### config.mk
export PLATFORM = sky130hd
export DESIGN_NAME = hovalaag_step_sequencer
export DESIGN_NICKNAME = d
export VERILOG_FILES = /design/src/rtl/hovalaag_step_sequencer.sv
export SDC_FILE = /design/constraint.sdc
export NUM_CORES = 1
export LEC_CHECK = 0
export BUFFER_PORTS_ARGS = -buffer_cell sky130_fd_sc_hd__buf_4
export CAP_MARGIN = 20
export CORE_MARGIN = 3
export CORE_UTILIZATION = 46
export DETAILED_ROUTE_END_ITERATION = 8
export PLACE_DENSITY_LB_ADDON = 0.12
export SLEW_MARGIN = 5
export SYNTH_ARGS = -nofsm -noshare
export SYNTH_HDL_FRONTEND = slang
export SYNTH_SLANG_ARGS = --single-unit
### constraint.sdc
create_clock -name clk -period 2.04 [get_ports clk]
set_clock_uncertainty 0.1 [all_clocks]
set_input_delay 0.51 -clock clk [delete_from_list [all_inputs] [get_ports clk]]
set_output_delay 0.51 -clock clk [all_outputs]
set_load 0.02 [all_outputs]
### src/rtl/hovalaag_step_sequencer.sv
// rtl/hovalaag_step_sequencer.sv - load/execute sequencer for the Hovalaag wrapper port; optional PC tracking via HOVSEQ_PC_TRACK_EN
module hovalaag_step_sequencer (
  input  logic        clk,
  input  logic        reset_n,
  input  logic [31:0] instr_data,
  input  logic        instr_valid,
  output logic        instr_ready,
  input  logic [11:0] in1_data,
  input  logic        in1_valid,
  output logic        in1_ready,
  input  logic [11:0] in2_data,
  input  logic        in2_valid,
  output logic        in2_ready,
  output logic [11:0] out_data,
  output logic        out_chan,
  output logic        out_valid,
  input  logic        out_ready,
  output logic [7:0]  pc,
  output logic        busy,
  output logic [9:0]  hov_addr,
  output logic [5:0]  hov_io_in,
  input  logic [7:0]  hov_io_out
);

  localparam logic [4:0] S_W1    = 5'd0;
  localparam logic [4:0] S_L1A   = 5'd1;
  localparam logic [4:0] S_L1B   = 5'd2;
  localparam logic [4:0] S_W2    = 5'd3;
  localparam logic [4:0] S_L2A   = 5'd4;
  localparam logic [4:0] S_L2B   = 5'd5;
  localparam logic [4:0] S_IDLE  = 5'd6;
  localparam logic [4:0] S_LOAD0 = 5'd7;
  localparam logic [4:0] S_LOAD1 = 5'd8;
  localparam logic [4:0] S_LOAD2 = 5'd9;
  localparam logic [4:0] S_LOAD3 = 5'd10;
  localparam logic [4:0] S_LOAD4 = 5'd11;
  localparam logic [4:0] S_EXEC  = 5'd12;
  localparam logic [4:0] S_OLO   = 5'd13;
  localparam logic [4:0] S_OHI   = 5'd14;
  localparam logic [4:0] S_OPUSH = 5'd15;
`ifdef HOVSEQ_PC_TRACK_EN
  localparam logic [4:0] S_PC    = 5'd16;
  localparam logic [4:0] S_TAIL  = S_PC;
`else
  localparam logic [4:0] S_TAIL  = S_IDLE;
`endif

  logic [4:0]  state, state_nxt;
  logic        priming;
  logic [11:0] sh1, sh2, sh1_nxt, sh2_nxt;
  logic [31:0] ir, ir_nxt;
  logic        adv1, adv2, ov2;
  logic [9:0]  addr_nxt;
  logic [5:0]  data_nxt;

  assign instr_ready = (state == S_IDLE);
  assign in1_ready   = (state == S_W1);
  assign in2_ready   = (state == S_W2);
  assign out_valid   = (state == S_OPUSH);
  assign out_chan    = ov2;
  assign busy        = (state != S_IDLE);

  // Values captured by this cycle's handshakes, so the next state's write data is already correct
  always_comb begin
    sh1_nxt = (state == S_W1 && in1_valid) ? in1_data : sh1;
    sh2_nxt = (state == S_W2 && in2_valid) ? in2_data : sh2;
    ir_nxt  = (state == S_IDLE && instr_valid) ? instr_data : ir;
  end

  // Next-state: phases after EXEC run output, IN1, IN2, PC in that order, skipping absent ones
  always_comb begin
    state_nxt = state;
    case (state)
      S_W1:    if (in1_valid) state_nxt = S_L1A;
      S_L1A:   state_nxt = S_L1B;
      S_L1B:   state_nxt = (priming || adv2) ? S_W2 : S_TAIL;
      S_W2:    if (in2_valid) state_nxt = S_L2A;
      S_L2A:   state_nxt = S_L2B;
      S_L2B:   state_nxt = priming ? S_IDLE : S_TAIL;
      S_IDLE:  if (instr_valid) state_nxt = S_LOAD0;
      S_LOAD0: state_nxt = S_LOAD1;
      S_LOAD1: state_nxt = S_LOAD2;
      S_LOAD2: state_nxt = S_LOAD3;
      S_LOAD3: state_nxt = S_LOAD4;
      S_LOAD4: state_nxt = S_EXEC;
      S_EXEC: begin
        if (hov_io_out[2] || hov_io_out[3]) state_nxt = S_OLO;
        else if (hov_io_out[0])             state_nxt = S_W1;
        else if (hov_io_out[1])             state_nxt = S_W2;
        else                                state_nxt = S_TAIL;
      end
      S_OLO:   state_nxt = S_OHI;
      S_OHI:   state_nxt = S_OPUSH;
      S_OPUSH: begin
        if (out_ready) begin
          if (adv1)      state_nxt = S_W1;
          else if (adv2) state_nxt = S_W2;
          else           state_nxt = S_TAIL;
        end
      end
`ifdef HOVSEQ_PC_TRACK_EN
      S_PC:    state_nxt = S_IDLE;
`endif
      default: state_nxt = S_W1;
    endcase
  end

  // Wrapper address/data for the upcoming state; reads at 6..9 rewrite the shadow slice
  always_comb begin
    addr_nxt = 10'h000;
    data_nxt = 6'h00;
    case (state_nxt)
      S_L1A:   begin addr_nxt = 10'h040; data_nxt = sh1_nxt[5:0];  end
      S_L1B:   begin addr_nxt = 10'h080; data_nxt = sh1_nxt[11:6]; end
      S_L2A:   begin addr_nxt = 10'h100; data_nxt = sh2_nxt[5:0];  end
      S_L2B:   begin addr_nxt = 10'h200; data_nxt = sh2_nxt[11:6]; end
      S_LOAD0: begin addr_nxt = 10'h001; data_nxt = ir_nxt[5:0];   end
      S_LOAD1: begin addr_nxt = 10'h002; data_nxt = ir_nxt[11:6];  end
      S_LOAD2: begin addr_nxt = 10'h004; data_nxt = ir_nxt[17:12]; end
      S_LOAD3: begin addr_nxt = 10'h008; data_nxt = ir_nxt[23:18]; end
      S_LOAD4: begin addr_nxt = 10'h010; data_nxt = ir_nxt[29:24]; end
      S_EXEC:  begin addr_nxt = 10'h020; data_nxt = {4'b0000, ir_nxt[31:30]}; end
      S_OLO:   begin addr_nxt = 10'h080; data_nxt = sh1_nxt[11:6]; end
      S_OHI:   begin addr_nxt = 10'h100; data_nxt = sh2_nxt[5:0];  end
`ifdef HOVSEQ_PC_TRACK_EN
      S_PC:    begin addr_nxt = 10'h040; data_nxt = sh1_nxt[5:0];  end
`endif
      default: begin addr_nxt = 10'h000; data_nxt = 6'h00; end
    endcase
  end

  // State, wrapper port registers, shadows and status/output captures
  always_ff @(posedge clk or negedge reset_n) begin
    if (!reset_n) begin
      state     <= S_W1;
      priming   <= 1'b1;
      hov_addr  <= 10'h000;
      hov_io_in <= 6'h00;
      sh1       <= 12'h000;
      sh2       <= 12'h000;
      ir        <= 32'h0;
      adv1      <= 1'b0;
      adv2      <= 1'b0;
      ov2       <= 1'b0;
      out_data  <= 12'h000;
    end else begin
      state     <= state_nxt;
      hov_addr  <= addr_nxt;
      hov_io_in <= data_nxt;
      sh1       <= sh1_nxt;
      sh2       <= sh2_nxt;
      ir        <= ir_nxt;
      if (state == S_L2B && priming) priming <= 1'b0;
      if (state == S_EXEC) begin
        adv1 <= hov_io_out[0];
        adv2 <= hov_io_out[1];
        ov2  <= hov_io_out[3];
      end
      if (state == S_OLO) out_data[7:0]  <= hov_io_out;
      if (state == S_OHI) out_data[11:8] <= hov_io_out[3:0];
    end
  end

`ifdef HOVSEQ_PC_TRACK_EN
  // PC readback captured at the end of the PC phase
  always_ff @(posedge clk or negedge reset_n) begin
    if (!reset_n)          pc <= 8'h00;
    else if (state == S_PC) pc <= hov_io_out;
  end
`else
  assign pc = 8'h00;
`endif

endmodule

==> flow_summary_export.csv, run 1 <==
group,metric,value,unit
run_status,status,"complete, but fails checks",
run_status,violations,"negative setup slack",
worst_setup_path,crit_type,"register to register",
drt,drtIter0Drc,159,
sta,max_freq,0.4502,GHz
worst_setup_path,crit_end,"hov_io_in[2]",
global_routing,grt_start_max_net_pins,36,
logic_synthesis,synth_flop_cell,"dfrtp_1",
worst_setup_path,crit_buf_inv,2,
global_routing,grt_overflow,0,
drt,dr.pass1.iters,7,
logic_synthesis,synth_top_area_cell,"dfrtp_1",
global_routing,grt_pass1_wl,15.64,mm
power,p_leak,2.832,nW
placement,hpwl,7.409,mm
sta,fin_crit,2.221,ns
job,max-cap-violations,0,
worst_setup_path,path_cells,"buf_6 > nor3b_4 > and3_4 > buf_6 > mux2_4 > o2bb2ai_2 > or4b_1",
cells_and_area,fin_util,0.6946,
global_routing,grt_pass1_vias,3125,
logic_synthesis,async_flop_share,1.000,
floorplan,die_h,95.72,microns
cts,cts_buffers,9,
cells_and_area,final_area,5395,sq um
logic_synthesis,synth.avg_cell_area,11.68,sq um
worst_setup_path,r2r-start,"state[4]",
sta,finalHoldViolCount,0,
logic_synthesis,ys_ff_latch,81,
cells_and_area,drive_above_1_share,0.5272,
logic_synthesis,synth.most_common_cell,"dfrtp_1",
worst_setup_path,cp_slowest_cell,"or4b_1",
floorplan,io_pins,112,
drt,drtAntennaViolNets,0,
placement,dpl.cell_count,549,
logic_synthesis,synth_area,3702,sq um
placement,routabilityCongestion,0.8771,
cts,root_buffer,"clkbuf_8",
floorplan,die-area,9161,sq um
worst_setup_path,cp_num_cells,7,
drt,vias,3024,
floorplan,rows,32,
sta,finalCritPeriodShare,1.089,
logic_synthesis,ys_top_cells_by_area,"dfrtp_1 54%, mux2_2 11%, nand2_1 3.9%",
cts,h-tree-depth,3,
cts,clk_pin_slew_worst_paths,0.09,ns
worst_setup_path,cp_top_family,"simple AND/OR/NAND/NOR gates",
floorplan,core_area,7767,sq um
logic_synthesis,synthTopCellsByCount,"80 x dfrtp_1, 38 x nand2_1, 36 x mux2_2",
placement,port_buffers,103,
cells_and_area,syn2layout_area_growth,45.72,%
logic_synthesis,synthCells,317,
cts,cts_max_path_buffers,2,
drt,vias_per_cell,5.214,
cts,cts_tree,"done",
cells_and_area,antenna_cells,0,
sta,slew_violations,0,
placement,dpl_cell_area,4852,sq um
worst_setup_path,r2r_cells,7,
logic_synthesis,synth_edf_count,0,
drt,wl_per_cell,17.70,microns
sta,rsz0062_at_grt,"true",
worst_setup_path,cp.arrival,2.34,ns
cells_and_area,multi_input_area,1605,sq um
cts,clock_latency,0.34,ns
worst_setup_path,startpoint,"state[4]",
floorplan,start_util,0.4766,
worst_setup_path,path_max_fanout,5,
worst_setup_path,ff2ff_setup_slack,-0.18,ns
logic_synthesis,synth_cell_types,52,
logic_synthesis,yosys.area.top_type_share,0.5407,
floorplan,die-width,95.72,microns
worst_setup_path,cp-end-kind,"register",
min_path,worst_hold_path_type,"primary input to register",
power,vdd_ir_drop_max,0.5139,mV
drt,wirelength,10.27,mm
logic_synthesis,synth_warnings,0,
worst_setup_path,r2r-end,"hov_io_in[2]",
cells_and_area,nets,543,
sta,setup_viol,11,
worst_setup_path,max_stage_delay,0.46,ns
global_routing,antenna_found_initial,0,
power,power_density,800.0,nW/um^2
logic_synthesis,ys_seq_area_frac,0.5478,
sta,post-route-worst-setup-slack,-0.1814,ns
drt,drc,0,
worst_setup_path,cpMostUsedCell,"buf_6",
cells_and_area,num-fill-cells,592,
global_routing,grt_usage,0.2248,
cells_and_area,regArea,2029,sq um
worst_setup_path,cp.required,2.16,ns
cts,clock-sinks,81,
worst_setup_path,start_kind,"register",
cells_and_area,final_cells,580,
-- placed cells by master (no fill, tap or decap), types with 4 or more instances in the layout --
master and count:
buf_4 141, dfrtp_1 79, nand2_1 36, mux2_2 25
mux2_4 19, buf_6 19, inv_1 16, nor2_1 13
mux2i_1 9, conb_1 9, clkbuf_8 9, o21ai_0 7
a22oi_2 6, a21oi_1 5, nand4_1 5, nor2b_1 4
a2bb2oi_1 4, a22oi_1 4
-- worst min-delay path by stage --
stage                  startpoint  endpoint  slack, ns  cells past startpoint
finish                in2_data[1]    sh2[1]       0.28                      3
global route        instr_data[6]     ir[6]       0.28                      2
CTS                   in2_data[1]    sh2[1]       0.26                      3
detailed placement         sh2[1]    sh2[1]       0.36                      2
global placement           sh2[0]    sh2[0]       0.36                      2
floorplan                 reset_n      adv1       0.11                      0
-- registers in the layout, indices dropped and copies added, names as in the netlist --
signal / cells
ir: 26
out_chan: 1
state: 5
adv1: 1
adv2: 1
hov_addr: 10
priming: 1
sh2: 12
out_data: 12
sh1: 6
hov_io_in: 6
-- through the flow --
step | total power (W) | setup WS, ns | setup TNS (ns) | hold slack [ns]
2_1_floorplan | 0.002493 | -0.1174 | -0.3095 | 0.1144
3_3_place_gp | 0.002888 | -0.05452 | -0.1694 | 0.3571
3_5_place_dp | 0.002914 | -0.1057 | -0.4766 | 0.3632
4_1_cts | 0.004294 | -0.1677 | -1.067 | 0.2622
5_1_grt | 0.004523 | -0.2445 | -1.923 | 0.2829
6_report | 0.004316 | -0.1814 | -1.022 | 0.2762
-- tightest hold or removal path, cell delays in order --
cell and delay [ns]:
buf_4 0.09, nand2_1 0.04, nand2_1 0.05
-- where the power goes --
group / leakage (nW) / internal (W) / switching (W) / total, W
Sequential: 1.07 / 0.00186 / 0.0000901 / 0.00195
Combinational: 1.65 / 0.000540 / 0.000508 / 0.00105
Clock: 0.111 / 0.000701 / 0.000622 / 0.00132
-- cell families (layout without fill, tap and decap cells) --
logic type / after synthesis / count (layout) / share of synthesized area
flops: 81 / 81 / 0.5478
buf+inv: 45 / 198 / 0.06556
simple gates: 92 / 92 / 0.1311
other cells: 1 / 9 / 0.001013
compound gates: 45 / 45 / 0.09024
mux: 53 / 53 / 0.1642
-- final cells by class --
class	count	share of cell area
Tap cell	102	0.02365
Timing Repair Buffer	164	0.2488
Sequential cell	81	0.3762
Clock inverter	7	0.01832
Inverter	18	0.01252
Clock buffer	9	0.02296
Multi-Input combinational cell	199	0.2975
-- per-layer routing --
layer / GRT usage / wire length, microns / vias up
li1: - / - / 1398
met1: 0.2991 / 4272 / 1485
met2: 0.3648 / 5086 / 123
met3: 0.05317 / 768 / 18
met4: 0.06991 / 139 / 0
met5: 0 / 0 / -
-- timing repair --
action	4_1_cts	5_1_grt
hold buffers	1	0
pin swaps	7	3
endpoints found under the setup margin	9	17
endpoints found under the hold margin	9	0
setup buffers	12	4
resized for setup	37	23
No activity file was read; power rests on OpenSTA's default activity.
==> inputs of run 2 (changes only) <==
--- a/config.mk
+++ b/config.mk
@@ -5,11 +5,12 @@
 export SDC_FILE = /design/constraint.sdc
 export NUM_CORES = 1
 export LEC_CHECK = 0
-export BUFFER_PORTS_ARGS = -buffer_cell sky130_fd_sc_hd__buf_4
+export ABC_AREA = 1
 export CAP_MARGIN = 20
 export CORE_MARGIN = 3
-export CORE_UTILIZATION = 46
+export CORE_UTILIZATION = 57
 export DETAILED_ROUTE_END_ITERATION = 8
+export DONT_BUFFER_PORTS = 1
 export PLACE_DENSITY_LB_ADDON = 0.12
 export SLEW_MARGIN = 5
 export SYNTH_ARGS = -nofsm -noshare
==> flow_summary_export.csv, run 2 <==
group,metric,value,unit
sta,finalCritPeriodShare,0.9747,
logic_synthesis,ys_seq_area_frac,0.4744,
power,pwr-share-clk,0.259,
cells_and_area,syn2layout_area_growth,12.20,%
sta,slew_violations,0,
worst_setup_path,cp.required,1.43,ns
sta,rsz0062_at_grt,"true",
floorplan,start_util,0.6091,
cells_and_area,antenna_cells,0,
sta,finalHoldViolCount,81,
logic_synthesis,synth_area,4275,sq um
worst_setup_path,r2r-end,"hov_io_in[0]",
run_status,violations,"negative hold slack",
power,p_seq_frac,0.480,
logic_synthesis,async_flop_share,1.000,
cts,cts_tree,"done",
drt,vias,3496,
global_routing,antenna_found_initial,0,
worst_setup_path,r2r_cells,9,
floorplan,die-area,8576,sq um
floorplan,rows,30,
placement,routabilityCongestion,0.9126,
power,p_int,0.002983,W
global_routing,grt_pass1_vias,3500,
cts,clock-sinks,81,
cells_and_area,largestRegisters,"ir x26, out_data x12, sh2 x12",
drt,dr.pass1.iters,4,
min_path,worst_hold_path_type,"primary input to async pin",
job,max-cap-violations,0,
floorplan,die-width,92.61,microns
drt,vias_per_cell,5.156,
cts,clk_pin_slew_worst_paths,0.08,ns
logic_synthesis,synth_cell_types,33,
worst_setup_path,path_max_fanout,7,
logic_synthesis,synthCells,554,
cts,h-tree-depth,3,
sta,max_freq,0.5029,GHz
worst_setup_path,cp.arrival,1.38,ns
cts,cts_buffers,9,
worst_setup_path,cp-end-kind,"output port",
logic_synthesis,synth.most_common_cell,"nand2_1",
cells_and_area,mostFrequentLayoutCell,"nand2_1",
logic_synthesis,synth.avg_cell_area,7.717,sq um
drt,wl_per_cell,15.45,microns
sta,setup_viol,0,
floorplan,core_area,7019,sq um
sta,holdWs,-0.2498,ns
logic_synthesis,synthTopCellsByCount,"134 x nand2_1, 104 x inv_1, 80 x dfrtp_1",
drt,wirelength,10.48,mm
global_routing,grt_start_max_net_pins,82,
logic_synthesis,synth_flop_cell,"dfrtp_1",
placement,hpwl,7.534,mm
drt,drtIter0Drc,243,
worst_setup_path,ff2ff_setup_slack,0.06,ns
run_status,status,"complete, but fails checks",
logic_synthesis,synth_top_area_cell,"dfrtp_1",
cts,cts_max_path_buffers,2,
power,switching_share,0.3222,
power,power.total,0.004402,W
cells_and_area,num-fill-cells,614,
cells_and_area,drive_above_1_share,0.1478,
placement,port_buffers,0,
global_routing,grt_overflow,0,
worst_setup_path,r2r-start,"state[0]",
worst_setup_path,crit_type,"register to output port",
power,pwr-share-comb,0.261,
cells_and_area,final_cell_mix,"132 x nand2_1, 102 x inv_1, 75 x dfrtp_1, 52 x nand3_1, 29 x and2_1",
cts,root_buffer,"clkbuf_8",
cells_and_area,fin_util,0.6834,
sta,fin_tns_setup,0,ns
sta,fin_crit,1.988,ns
cells_and_area,nets,649,
cells_and_area,top_register,"ir",
drt,drc,0,
worst_setup_path,start_kind,"register",
logic_synthesis,synth_edf_count,0,
power,power_density,917.6,nW/um^2
floorplan,io_pins,112,
cells_and_area,largest_reg_flops,26,
power,vdd_ir_drop_max,0.5404,mV
global_routing,grt_usage,0.2509,
drt,drtAntennaViolNets,0,
logic_synthesis,synth_warnings,0,
cts,clock_latency,0.35,ns
power,p_leak,2.519,nW
global_routing,grt_pass1_wl,16.78,mm
floorplan,die_h,92.61,microns
power,p_sw,0.001418,W
logic_synthesis,ys_ff_latch,81,
logic_synthesis,ys_top_cells_by_area,"dfrtp_1 47%, nand2_1 12%, inv_1 9.1%",
logic_synthesis,yosys.area.top_type_share,0.4682,
[run 2: changes by cell type after synthesis, moves of 7 or more]
cell,before,now
and2_1,3,29
nand4_1,5,28
inv_2,0,7
nor2_1,16,28
a22oi_1,9,0
nand2_1,38,134
mux2_2,36,1
nand3_1,3,52
inv_1,18,104
mux2i_1,9,0
o21a_1,0,10
[run 2: what timing repair did]
action,CTS,global route
buffers inserted,5,7
setup endpoints to repair,4,8
endpoints found under the hold margin,81,81
pin swaps,2,2
resized for setup,14,12
[run 2: power by group through the flow]
stage	combinational [W]	clock [W]	sequential [W]
detailed placement	0.000966	0	0.00214
floorplan	0.000775	0	0.00210
global route	0.00129	0.00123	0.00215
CTS	0.00104	0.00117	0.00211
finish	0.00115	0.00114	0.00211
global placement	0.000944	0	0.00213
[run 2: worst max-delay path by stage]
| stage | start | slack (ns) | depth (start not counted) | endpoint |
|---|---|---|---|---|
| after floorplan | state[3] | 0.09 | 7 | instr_ready |
| after global placement | state[1] | 0.14 | 4 | in1_ready |
| after detailed placement | state[1] | 0.15 | 4 | in1_ready |
| after CTS | state[3] | -0.02 | 6 | busy |
| after global routing | state[0] | -0.03 | 9 | hov_io_in[0] |
| final | state[0] | 0.05 | 4 | out_valid |
[run 2: layout make-up]
type | instances | area [sq um] | share of cell area
clock buffer | 11 | 141.4 | 0.02947
clock inverter | 3 | 42.54 | 0.008868
inverter | 112 | 426.7 | 0.08894
multi-input combinational | 342 | 1748 | 0.3644
sequential | 81 | 2034 | 0.4241
tap | 96 | 120.1 | 0.02504
timing repair buffer | 33 | 284.0 | 0.05921
[run 2: cell families (layout without fill, tap and decap cells)]
family                 after synthesis  count (layout)  synth area share
AO/OA/AOI/OAI                       37              37           0.05326
multiplexers                         1               1          0.002634
buffers and inverters              139             159            0.1373
other                                1               9         0.0008771
AND/OR/NAND/NOR                    295             295            0.3316
flip-flops                          81              81            0.4744
[run 2: routing by layer]
layer | track usage | vias up | share of wire
met2 | 0.3940 | 122 | 0.46
met5 | 0 | - | 0
met3 | 0.06742 | 17 | 0.079
met1 | 0.3299 | 1616 | 0.43
met4 | 0.1027 | 0 | 0.022
li1 | - | 1741 | -
[run 2: critical path, cell delays in order (launching register included)]
cell and delay (ns):
dfrtp_2 0.46, buf_4 0.16, nand2_2 0.17, nor2_1 0.08
buf_4 0.17
[run 2: per-stage QoR]
stage | setup WS, ns | instance area (sq um) | instances
2_1_floorplan | 0.08619 | 4305 | 562
3_3_place_gp | 0.1396 | 4442 | 652
6_report | 0.05165 | 4797 | 678
4_1_cts | -0.01546 | 4698 | 671
5_1_grt | -0.03147 | 4797 | 678
3_5_place_dp | 0.1493 | 4442 | 652
==> inputs of run 3 (changes only) <==
--- a/config.mk
+++ b/config.mk
@@ -5,10 +5,10 @@
 export SDC_FILE = /design/constraint.sdc
 export NUM_CORES = 1
 export LEC_CHECK = 0
-export ABC_AREA = 1
+export ABC_AREA = 0
 export CAP_MARGIN = 20
 export CORE_MARGIN = 3
-export CORE_UTILIZATION = 57
+export CORE_UTILIZATION = 30
 export DETAILED_ROUTE_END_ITERATION = 8
 export DONT_BUFFER_PORTS = 1
 export PLACE_DENSITY_LB_ADDON = 0.12
==> flow_summary_export.csv, run 3 (same netlist as run 1, synthesis figures left out) <==
group,metric,value,unit
floorplan,die_h,117.1,microns
placement,routabilityCongestion,0.7812,
global_routing,grt_usage,0.1586,
cts,cts_max_path_buffers,2,
worst_setup_path,cp.required,2.15,ns
cells_and_area,drive_above_1_share,0.3935,
cells_and_area,final_cell_mix,"79 x dfrtp_1, 42 x buf_4, 38 x nand2_1, 25 x mux2_2, 19 x mux2_4",
worst_setup_path,path_max_fanout,5,
cells_and_area,antenna_cells,0,
cells_and_area,syn2layout_area_growth,29.44,%
placement,port_buffers,0,
cts,cts_buffers,9,
worst_setup_path,cp-end-kind,"register",
global_routing,grt_pass1_wl,15.84,mm
power,switching_share,0.2498,
cells_and_area,mostFrequentLayoutCell,"dfrtp_1",
sta,max_freq,0.4607,GHz
drt,wl_per_cell,19.68,microns
cts,h-tree-depth,3,
worst_setup_path,cp_slowest_cell,"or4b_4",
power,p_seq_frac,0.437,
drt,vias,2554,
cts,cts_tree,"done",
cells_and_area,fin_util,0.4075,
cts,clk_pin_slew_worst_paths,0.06,ns
cts,root_buffer,"clkbuf_16",
cells_and_area,largestRegisters,"ir x26, out_data x12, sh2 x12",
cts,clock_latency,0.34,ns
floorplan,die-area,13710,sq um
floorplan,io_pins,112,
worst_setup_path,cp_top_family,"simple AND/OR/NAND/NOR gates",
worst_setup_path,ff2ff_setup_slack,-0.13,ns
drt,dr.pass1.iters,4,
cells_and_area,final_cells,535,
power,vdd_ir_drop_max,0.4189,mV
worst_setup_path,path_cells,"nor3b_4 > and3_4 > buf_6 > mux2_4 > o2bb2ai_2 > or4b_4",
drt,wirelength,10.53,mm
worst_setup_path,max_stage_delay,0.51,ns
sta,fin_crit,2.170,ns
power,power_density,960.9,nW/um^2
cells_and_area,largest_reg_flops,26,
run_status,violations,"negative hold slack, negative setup slack",
worst_setup_path,crit_buf_inv,1,
run_status,status,"complete, but fails checks",
global_routing,grt_start_max_net_pins,82,
sta,slew_violations,0,
min_path,worst_hold_path_type,"primary input to async pin",
cts,clock-sinks,81,
floorplan,rows,39,
sta,rsz0062_at_grt,"true",
drt,drc,0,
sta,finalCritPeriodShare,1.064,
sta,post-route-worst-setup-slack,-0.1305,ns
global_routing,antenna_found_initial,2,
cells_and_area,top_register,"ir",
power,p_sw,0.001150,W
floorplan,start_util,0.3148,
worst_setup_path,r2r-start,"state[3]",
power,pwr-share-clk,0.397,
sta,fin_tns_setup,-0.5524,ns
drt,vias_per_cell,4.774,
worst_setup_path,cp.arrival,2.28,ns
worst_setup_path,start_kind,"register",
drt,drtIter0Drc,173,
power,p_int,0.003455,W
placement,hpwl,7.262,mm
worst_setup_path,r2r_cells,6,
worst_setup_path,crit_type,"register to register",
sta,setup_viol,7,
power,pwr-share-comb,0.166,
job,max-cap-violations,0,
placement,dpl.cell_count,501,
drt,drtAntennaViolNets,0,
power,p_leak,2.343,nW
global_routing,grt_pass1_vias,2809,
global_routing,grt_overflow,0,
sta,holdWs,-0.2341,ns
worst_setup_path,r2r-end,"hov_io_in[2]",
sta,finalHoldViolCount,81,
floorplan,die-width,117.1,microns
cells_and_area,nets,436,
floorplan,core_area,11760,sq um
run 3: cell types whose count changed in the layout (fill, tap and decap cells not counted), moves of 19 or more:
| cell | previous run | this run |
|---|---|---|
| mux2_4 | 0 | 19 |
| nand4_1 | 28 | 5 |
| nand2_1 | 132 | 38 |
| mux2_2 | 1 | 25 |
| nand3_1 | 52 | 2 |
| inv_1 | 102 | 17 |
| and2_1 | 29 | 3 |
run 3: worst max-delay path by stage:
stage / from / end / slack, ns / depth (start not counted)
4_1_cts: state[3] / in2_ready / -0.13 / 4
2_1_floorplan: state[2] / hov_io_in[2] / -0.12 / 8
3_3_place_gp: state[3] / hov_io_in[2] / -0.08 / 5
5_1_grt: state[3] / hov_io_in[2] / -0.19 / 6
3_5_place_dp: state[3] / hov_io_in[2] / -0.13 / 6
6_report: state[3] / hov_io_in[2] / -0.13 / 6
run 3: cell type report:
type                            count  area, sq um
Clock buffer                       11        232.7
Clock inverter                      5        103.9
Fill cell                        1147         6968
Inverter                           18        70.07
Multi-Input combinational cell    199         1630
Sequential cell                    81         2029
Tap cell                          164        205.2
Timing Repair Buffer               57        520.5
run 3: what timing repair did:
action,CTS,global route
setup buffers,11,6
pin swaps,9,12
hold endpoints to repair,81,81
gates cloned,2,0
gates resized for setup,33,20
endpoints found under the setup margin,8,18
run 3: through the flow:
| step | cell area [sq um] | power [W] | setup WS, ns |
|---|---|---|---|
| after floorplan | 3751 | 0.002493 | -0.1174 |
| after global placement | 4091 | 0.002694 | -0.08157 |
| after detailed placement | 4091 | 0.002701 | -0.1294 |
| after CTS | 4701 | 0.004629 | -0.1339 |
| after global routing | 4792 | 0.004832 | -0.1920 |
| final | 4792 | 0.004605 | -0.1305 |
run 3: power groups by stage:
stage,Clock [W],Sequential (W),Combinational [W]
6_report,0.00183,0.00201,0.000766
5_1_grt,0.00195,0.00204,0.000843
4_1_cts,0.00188,0.00201,0.000731
3_5_place_dp,0,0.00204,0.000662
3_3_place_gp,0,0.00204,0.000658
2_1_floorplan,0,0.00200,0.000488
run 3: layer usage:
layer  vias to the layer above  wire length, microns  part of all wire  global-route usage
li1                       1182                     -                 -                   -
met1                      1263                  4604              0.44              0.1999
met2                        91                  4885              0.46              0.2476
met3                        14                   881             0.084             0.06427
met4                         4                   134             0.013             0.05505
met5                         -                    23            0.0022                   0
